### src/rtl/icache_uncached_responder_pkg.sv
// Shared CPU-side types for the instruction-fetch port and the uncached
// fetch engine that answers it during bring-up.
package icache_uncached_responder_pkg;

    localparam int ICACHE_MAX_OUTSTANDING = 2;

    typedef enum logic [2:0] {
        EMPTY                     = 3'd0,
        I_Index_Invalid           = 3'd1,
        I_Index_Store_Tag         = 3'd2,
        I_Hit_Invalid             = 3'd3,
        D_Index_Writeback_Invalid = 3'd4,
        D_Index_Store_Tag         = 3'd5,
        D_Hit_Invalid             = 3'd6,
        D_Hit_Writeback_Invalid   = 3'd7
    } CacheCodeType;

    typedef struct packed {
        CacheCodeType cacheCode;
        logic         isIcache;
        logic         isDcache;
    } CacheType;

    typedef struct packed {
        logic        valid;
        logic [31:0] addr;
    } mem_rd_req_t;

    typedef enum logic {
        AR_IDLE,
        AR_ISSUE
    } ar_state_t;

    // Fetches are always word aligned, so the byte offset is dropped.
    function automatic logic [31:0] fetch_addr(input logic [19:0] tag,
                                               input logic [7:0]  index,
                                               input logic [1:0]  word);
        return {tag, index, word, 2'b00};
    endfunction

endpackage

### src/rtl/icache_uncached_responder_if.sv
// CPU fetch port plus the AR/R memory read channel of the uncached responder.
interface icache_uncached_responder_if;

    logic        req;
    logic        iscache;
    logic [3:0]  offset;
    logic [7:0]  index;
    logic [19:0] tag;
    logic [4:0]  cachetype;
    logic        cache_valid;
    logic [19:0] cache_tag;
    logic [7:0]  cache_index;
    logic        addr_ok;
    logic        data_ok;
    logic [31:0] rdata;

    logic        ar_valid;
    logic        ar_ready;
    logic [31:0] ar_addr;
    logic        r_valid;
    logic        r_ready;
    logic [31:0] r_data;

    modport master (
        output req, iscache, offset, index, tag, cachetype,
               cache_valid, cache_tag, cache_index,
               ar_ready, r_valid, r_data,
        input  addr_ok, data_ok, rdata, ar_valid, ar_addr, r_ready
    );

    modport slave (
        input  req, iscache, offset, index, tag, cachetype,
               cache_valid, cache_tag, cache_index,
               ar_ready, r_valid, r_data,
        output addr_ok, data_ok, rdata, ar_valid, ar_addr, r_ready
    );

endinterface

### src/rtl/icache_ar_slot.sv
// Single-entry read-address holding register; ar_valid is never dropped
// before ar_ready, and a new address may replace the old one on the handshake.
module icache_ar_slot
    import icache_uncached_responder_pkg::*;
(
    input  logic        clk,
    input  logic        resetn,
    input  mem_rd_req_t load,
    input  logic        ar_ready,
    output logic        ar_valid,
    output logic [31:0] ar_addr,
    output logic        slot_free
);

    ar_state_t state;

    assign slot_free = !ar_valid || ar_ready;

    always_ff @(posedge clk or negedge resetn) begin
        if (!resetn) begin
            state    <= AR_IDLE;
            ar_valid <= 1'b0;
            ar_addr  <= '0;
        end else begin
            case (state)
                AR_IDLE: begin
                    if (load.valid) begin
                        state    <= AR_ISSUE;
                        ar_valid <= 1'b1;
                        ar_addr  <= load.addr;
                    end
                end
                AR_ISSUE: begin
                    if (ar_ready) begin
                        if (load.valid) begin
                            ar_addr <= load.addr;
                        end else begin
                            state    <= AR_IDLE;
                            ar_valid <= 1'b0;
                        end
                    end
                end
                default: begin
                    state    <= AR_IDLE;
                    ar_valid <= 1'b0;
                end
            endcase
        end
    end

endmodule

### src/rtl/icache_uncached_responder.sv
// Uncached, in-order instruction fetch engine behind the ICache CPU port;
// I-cache maintenance ops are acknowledged and otherwise ignored.
module icache_uncached_responder
    import icache_uncached_responder_pkg::*;
#(
    parameter int MAX_OUTSTANDING = ICACHE_MAX_OUTSTANDING
) (
    input  logic                         clk,
    input  logic                         resetn,
    icache_uncached_responder_if.slave   bus
);

    localparam int CNT_W = $clog2(MAX_OUTSTANDING + 1);
    localparam logic [CNT_W-1:0] MAX_CNT = CNT_W'(MAX_OUTSTANDING);

    CacheType          op_type;
    logic              is_cache_op;
    logic              addr_ok_c;
    logic              fetch_accept;
    logic              r_fire;
    logic              slot_free;
    logic [CNT_W-1:0]  cnt;
    mem_rd_req_t       ar_load;

    assign op_type     = bus.cachetype;
    assign is_cache_op = op_type.isIcache && (op_type.cacheCode != EMPTY);

    // The full-count check uses only the registered count, so a same-cycle
    // return cannot open the gate combinationally.
    assign addr_ok_c    = resetn && bus.req && (cnt < MAX_CNT) && slot_free;
    assign fetch_accept = addr_ok_c && !is_cache_op;
    assign bus.addr_ok  = addr_ok_c;

    assign bus.r_ready = (cnt != '0);
    assign r_fire      = bus.r_valid && bus.r_ready;

    assign ar_load.valid = fetch_accept;
    assign ar_load.addr  = fetch_addr(bus.tag, bus.index, bus.offset[3:2]);

    icache_ar_slot u_ar_slot (
        .clk       (clk),
        .resetn    (resetn),
        .load      (ar_load),
        .ar_ready  (bus.ar_ready),
        .ar_valid  (bus.ar_valid),
        .ar_addr   (bus.ar_addr),
        .slot_free (slot_free)
    );

    always_ff @(posedge clk or negedge resetn) begin
        if (!resetn) begin
            cnt <= '0;
        end else if (fetch_accept && !r_fire) begin
            cnt <= cnt + CNT_W'(1);
        end else if (!fetch_accept && r_fire) begin
            cnt <= cnt - CNT_W'(1);
        end
    end

    always_ff @(posedge clk or negedge resetn) begin
        if (!resetn) begin
            bus.data_ok <= 1'b0;
            bus.rdata   <= '0;
        end else begin
            bus.data_ok <= r_fire;
            if (r_fire) begin
                bus.rdata <= bus.r_data;
            end
        end
    end

    logic unused_inputs;
    assign unused_inputs = ^{bus.iscache, bus.cache_valid, bus.cache_tag,
                             bus.cache_index, bus.offset[1:0], op_type.isDcache};

endmodule

### src/flat_wrapper.sv
// flat-port wrapper written by rule: the top's interface ports become plain ports
module icache_uncached_responder_flat import icache_uncached_responder_pkg::*;
#(
    parameter int MAX_OUTSTANDING = ICACHE_MAX_OUTSTANDING
)
  (clk, resetn, bus_req, bus_iscache, bus_offset, bus_index, bus_tag, bus_cachetype, bus_cache_valid, bus_cache_tag, bus_cache_index, bus_ar_ready, bus_r_valid, bus_r_data, bus_addr_ok, bus_data_ok, bus_rdata, bus_ar_valid, bus_ar_addr, bus_r_ready);
  icache_uncached_responder_if bus_i ();
  input  logic clk;
  input  logic resetn;
  input wire logic [$bits(bus_i.req)-1:0] bus_req;
  input wire logic [$bits(bus_i.iscache)-1:0] bus_iscache;
  input wire logic [$bits(bus_i.offset)-1:0] bus_offset;
  input wire logic [$bits(bus_i.index)-1:0] bus_index;
  input wire logic [$bits(bus_i.tag)-1:0] bus_tag;
  input wire logic [$bits(bus_i.cachetype)-1:0] bus_cachetype;
  input wire logic [$bits(bus_i.cache_valid)-1:0] bus_cache_valid;
  input wire logic [$bits(bus_i.cache_tag)-1:0] bus_cache_tag;
  input wire logic [$bits(bus_i.cache_index)-1:0] bus_cache_index;
  input wire logic [$bits(bus_i.ar_ready)-1:0] bus_ar_ready;
  input wire logic [$bits(bus_i.r_valid)-1:0] bus_r_valid;
  input wire logic [$bits(bus_i.r_data)-1:0] bus_r_data;
  output wire logic [$bits(bus_i.addr_ok)-1:0] bus_addr_ok;
  output wire logic [$bits(bus_i.data_ok)-1:0] bus_data_ok;
  output wire logic [$bits(bus_i.rdata)-1:0] bus_rdata;
  output wire logic [$bits(bus_i.ar_valid)-1:0] bus_ar_valid;
  output wire logic [$bits(bus_i.ar_addr)-1:0] bus_ar_addr;
  output wire logic [$bits(bus_i.r_ready)-1:0] bus_r_ready;
  assign bus_i.req = bus_req;
  assign bus_i.iscache = bus_iscache;
  assign bus_i.offset = bus_offset;
  assign bus_i.index = bus_index;
  assign bus_i.tag = bus_tag;
  assign bus_i.cachetype = bus_cachetype;
  assign bus_i.cache_valid = bus_cache_valid;
  assign bus_i.cache_tag = bus_cache_tag;
  assign bus_i.cache_index = bus_cache_index;
  assign bus_i.ar_ready = bus_ar_ready;
  assign bus_i.r_valid = bus_r_valid;
  assign bus_i.r_data = bus_r_data;
  assign bus_addr_ok = bus_i.addr_ok;
  assign bus_data_ok = bus_i.data_ok;
  assign bus_rdata = bus_i.rdata;
  assign bus_ar_valid = bus_i.ar_valid;
  assign bus_ar_addr = bus_i.ar_addr;
  assign bus_r_ready = bus_i.r_ready;
  icache_uncached_responder #(.MAX_OUTSTANDING(MAX_OUTSTANDING)) u_core (.clk(clk), .resetn(resetn), .bus(bus_i));
endmodule
### config.mk
export PLATFORM = sky130hd
export DESIGN_NAME = icache_uncached_responder_flat
export DESIGN_NICKNAME = d
export VERILOG_FILES = /design/src/rtl/icache_uncached_responder_pkg.sv /design/src/rtl/icache_uncached_responder_if.sv /design/src/rtl/icache_ar_slot.sv /design/src/rtl/icache_uncached_responder.sv /design/src/flat_wrapper.sv
export SDC_FILE = /design/constraint.sdc
export NUM_CORES = 1
export LEC_CHECK = 0
export ABC_AREA = 1
export CAP_MARGIN = 30
export CORE_MARGIN = 1.5
export CORE_UTILIZATION = 40
export DETAILED_ROUTE_END_ITERATION = 10
export GPL_TIMING_DRIVEN = 0
export HOLD_SLACK_MARGIN = 0.15
export PLACE_DENSITY_LB_ADDON = 0.25
export SYNTH_ARGS = -nofsm -noshare
export SYNTH_HDL_FRONTEND = slang
export SYNTH_HIERARCHICAL = 1
export SYNTH_SLANG_ARGS = --single-unit
### constraint.sdc
create_clock -name clk -period 4.2 [get_ports clk]
set_input_delay 1.05 -clock clk [delete_from_list [all_inputs] [get_ports clk]]
set_output_delay 1.05 -clock clk [all_outputs]
set_load 0.01 [all_outputs]
## After elaboration in Yosys (flattened, before gate mapping)

Cells that the tools add are included.

| cells by class | value |
|---|---|
| add/sub/neg operators | 2 |
| $lt $le $gt $ge | 1 |
| equality and inequality tests | 3 |
| mux-type cells | 12 |
| bitwise logic cells | 1 |
| reduce and logical (&&, ||, !) cells | 17 |

Operators with widths:

| cell | number |
|---|---|
| $mux 32 | 2 |
| $pmux 32 s2 | 1 |
| $logic_and 1x1->1 | 8 |
| $mux 1 | 5 |
| $logic_not 1->1 | 4 |
| $mux 2 | 2 |
| $ne 2x2->1 const B | 2 |
| $pmux 1 s2 | 2 |
| $reduce_bool 2->1 | 2 |
| $reduce_and 3->1 | 1 |
| $reduce_bool 3->1 | 1 |
| $add 2x1->2 const B | 1 |
| $lt 2x2->1 const B | 1 |
| $ne 2x1->1 const B | 1 |
| $sub 2x1->2 const B | 1 |
| $logic_or 1x1->1 | 1 |
| $not 1->1 | 1 |

| storage, ports and cells | value |
|---|---|
| register bits | 69 |
| bits of input ports | 104 |
| output and inout bits | 68 |
| logic and storage cells | 42 |

## Longest topological paths before layout

| depth | value |
|---|---|
| depth in word-level cells | 8 |
| gate-level depth with buffers | 10 |
| mapped depth without buffers | 10 |

## Cells and area by module

Netlist, hierarchy kept.

By module, submodules not included:

| module | instances | cells each | area an instance (um^2) | sequential area each (um^2) |
|---|---|---|---|---|
| icache_uncached_responder | 1 | 159 | 1,447.6 | 875.8 |
| icache_ar_slot | 1 | 150 | 1,408.9 | 850.8 |

## Least setup slack after synthesis

No wires, ideal clock.

| timing | value |
|---|---|
| path kind | in2out |
| from | in bus_ar_ready |
| to | out bus_addr_ok |
| arrival | 1.321 ns |
| data required time | 3.150 ns |
| setup slack | 1.829 ns |
| stages | 4 |
| buffers on the path | 0 |
| path through | inv_2 -> nand2_1 -> nand4_1 -> inv_1 |

| on the way | value |
|---|---|
| cells in the longest elaborated chain, start to end | 2 |

Ends and longest elaborated chain:

| what | line | source |
|---|---|---|
| from (decl) | flat_wrapper.sv:19 | `input wire logic [$bits(bus_i.ar_ready)-1:0] bus_ar_ready;` |
| $logic_or 1x1->1 | icache_ar_slot.sv:17 | `assign slot_free = !ar_valid \|\| ar_ready;` |
| named net u_core.slot_free | icache_uncached_responder.sv:21 | `logic slot_free;` |
| $logic_and 1x1->1 | icache_uncached_responder.sv:30 | `assign addr_ok_c = resetn && bus.req && (cnt < MAX_CNT) && slot_free;` |
| to (decl) | flat_wrapper.sv:22 | `output wire logic [$bits(bus_i.addr_ok)-1:0] bus_addr_ok;` |

The timed path passes the listed nets, and every way through them passes these cells.

## Worst setup path in the final report

| timing | value |
|---|---|
| from | in resetn |
| to | out bus_addr_ok |

| on the way | value |
|---|---|
| cells in the longest elaborated chain, start to end | 3 |

Ends and longest elaborated chain:

| what | line | source |
|---|---|---|
| from (decl) | flat_wrapper.sv:9 | `input logic resetn;` |
| $logic_and 1x1->1 (3 in a row) | icache_uncached_responder.sv:30 |  |

Every way passes these cells.

==> impl_metrics.yaml <==
clocking:
  h-tree-depth: 3
  clockRootBuffer: "clkbuf_8"
  numCtsBuffers: 9
  cts_resized: 0
  clk_pin_slew_worst_paths_ns: 0.07
  post_cts_buffers: 0
  cts_tree: "done"
  postCtsHoldBufs: 0
  clk_latency_ns: 0.33
  clockBufferDepth: 2
  cts.sinks: 69
global_route:
  grt.met1_usage_pct: 22.5
  grt-ovfl-total: 0
  grt_pass1_wl_um: 11400
  track_usage_pct: 19.2
  gr-usage-met3_pct: 5.31
  busiest_layer: "met2"
  grt_pass1_vias: 2488
  antenna_found_initial: 0
  grt_use_met2_pct: 33.1
  grt_max_degree: 71
synthesis:
  ys_warn_count: 6
  yosysSeqAreaShare_pct: 60.4
  synth.most_common_cell: "nand2_1"
  syn_area_um2: 2860
  synth-edff-count: 0
  synthTopCellsByArea: "dfrtp_1 (60%), nand2_1 (20%), nand3_1 (6.0%)"
  synth-seq-cells: 69
  ys.flop_type: "dfrtp_1"
  ys_async_sr_fraction_pct: 100
  yosysTopAreaCellShare_pct: 60.4
  syn_avg_cell_area_um2: 9.24
  syn_inst: 309
  yosys-top-cells-count: "nand2_1 (149), dfrtp_1 (69), nand3_1 (34)"
  synth_area_leader_cell: "dfrtp_1"
  ys_types: 20
worst_setup_path:
  reg2reg_from: "u_core/cnt[1]$_DFFE_PN0P_"
  r2r_cells: 7
  r2r_slack_ns: 2.66
  critPathLaunchType: "input pin"
  critPathSlowestCell: "buf_4"
  crit_arrival_ns: 2.58
  crit_path_max_incr_delay_ns: 0.65
  rr_endpoint: "u_core/u_ar_slot/ar_addr[30]$_DFFE_PN0P_"
  path_class: "input pin to output port"
  cp.required_ns: 3.15
  path_cells: "buf_4 > nand4_1 > inv_1 > clkdlybuf4s50_1"
  path_max_fanout: 70
  critPathCaptureType: "output port"
drt:
  remaining_drc_errors: 0
  num_vias: 2553
  post_drt_wl_per_cell_um: 12.9
  drtAntennaViolNets: 0
  finalWirelength_um: 7240
  firstDrtPassIters: 4
  viasPerCell: 4.56
  drtIter0Drc: 131
floorplan:
  core_um2: 6830
  ios: 172
  die-area_um2: 7660
  die_h_um: 87.5
  rows: 30
  start_util_pct: 41.8
  dieWidth_um: 87.5
sta:
  fin_worst_skew_ns: 0.00762
  slew_viol_final: 0
  fin_crit_ns: 3.63
  setup_viol: 0
  relSlewSlack_pct: 42.0
  grt_setup_unrepaired: "false"
  max_slew.worst_pin.slew_ns: 0.871
  min_period_over_period_pct: 86.4
  hold_violations: 0
  fmax_ghz: 0.276
hold_path:
  whs_endpoint: "u_core/u_ar_slot/ar_addr[5]$_DFFE_PN0P_"
  hp-start: "u_core/u_ar_slot/ar_addr[5]$_DFFE_PN0P_"
  hold_class: "flop to flop"
  hold_depth: 2
place:
  dp.cells: 544
  dp_hpwl_um: 5240
  port_buffers: 138
  gp_congestion: 0.760
run_status:
  outcome: "finished clean"
layout:
  drive_gt1_share_pct: 12.7
  area_growth_pct: 60.1
  final_cells: 560
  n_antenna_cell: 0
  layout.nets: 564
job:
  maxCapViolCount: 0
power_and_ir_drop:
  peakVddDrop_mv: 0.332
  powerDensity_nw_per_um2: 687
  fin_total_pwr_w: 0.00314
  leakage_nw: 2.25
-- critical path, delay by kind of cell --
kind                   cells  cell delay [ns]
and+or+nand+nor            1             0.21
buffers and inverters      3             1.29
-- through the flow --
stage	worst slack (ns)	utilization, %	instance area [µm²]	hold slack, ns	TNS (ns)
3_5_place_dp	0.489	63.8	4360	0.457	0
6_report	0.570	66.9	4570	0.471	0
4_1_cts	0.494	66.9	4570	0.475	0
3_3_place_gp	-1.71	63.8	4360	0.453	-56.61
5_1_grt	0.350	66.9	4570	0.489	0
2_1_floorplan	1.83	-	2860	0.442	0
-- kinds of logic after synthesis --
logic type                 share of synthesized area, %
AOI/OAI and AO/OA                                 0.438
buffers and inverters                              6.40
and+or+nand+nor                                    31.8
DFF                                                60.4
xor gates and xnor gates                          0.307
adders and majority gates                         0.438
other                                             0.131
-- metal layers --
metal / vias to the layer above / part of all wire, %
met5: - / 0
met4: 0 / 1.7
met3: 13 / 7.6
met2: 101 / 50
met1: 1186 / 41
li1: 1253 / -
-- final cells by class --
| type | count | area [µm²] |
|---|---|---|
| multi-input combinational | 215 | 951 |
| timing repair buffer | 138 | 1380 |
| inverter | 10 | 42.5 |
| sequential | 69 | 1730 |
| clock buffer | 9 | 124 |
| tap | 96 | 120 |
| fill | 592 | 2260 |
| clock inverter | 7 | 90.1 |
| buffer | 16 | 140 |
-- cells in the final DEF (no fill, tap or decap), types with 3 or more instances in the layout --
cell	n
nand2_4	4
clkdlybuf4s50_1	137
buf_4	5
buf_6	4
nand2_1	149
nand3_1	34
nand2_2	19
clkbuf_8	9
dfrtp_1	69
clkinv_2	3
inv_1	7
buf_2	6
-- sequential cells by signal, indices dropped and copies added (netlist names) --
signal                     count
u_core/u_ar_slot/ar_addr      32
u_core/bus.rdata              32
u_core/u_ar_slot/ar_valid      1
u_core/bus.data_ok             1
u_core/cnt                     2
u_core/u_ar_slot/state         1
-- worst max path at each step --
stage	start	to	slack [ns]	cells past startpoint
floorplan	bus_ar_ready	bus_addr_ok	1.83	4
global placement	resetn	bus_addr_ok	-1.71	4
detailed placement	resetn	bus_addr_ok	0.49	4
CTS	resetn	bus_addr_ok	0.49	4
global route	resetn	bus_addr_ok	0.35	4
finish	resetn	bus_addr_ok	0.57	4
-- power by group --
group / total [W] / internal [W] / switching (W)
combinational: 0.00141 / 0.000789 / 0.000618
sequential: 0.00116 / 0.000981 / 0.000180
clock: 0.000574 / 0.000331 / 0.000243
Power figures use the tool's default switching activity.
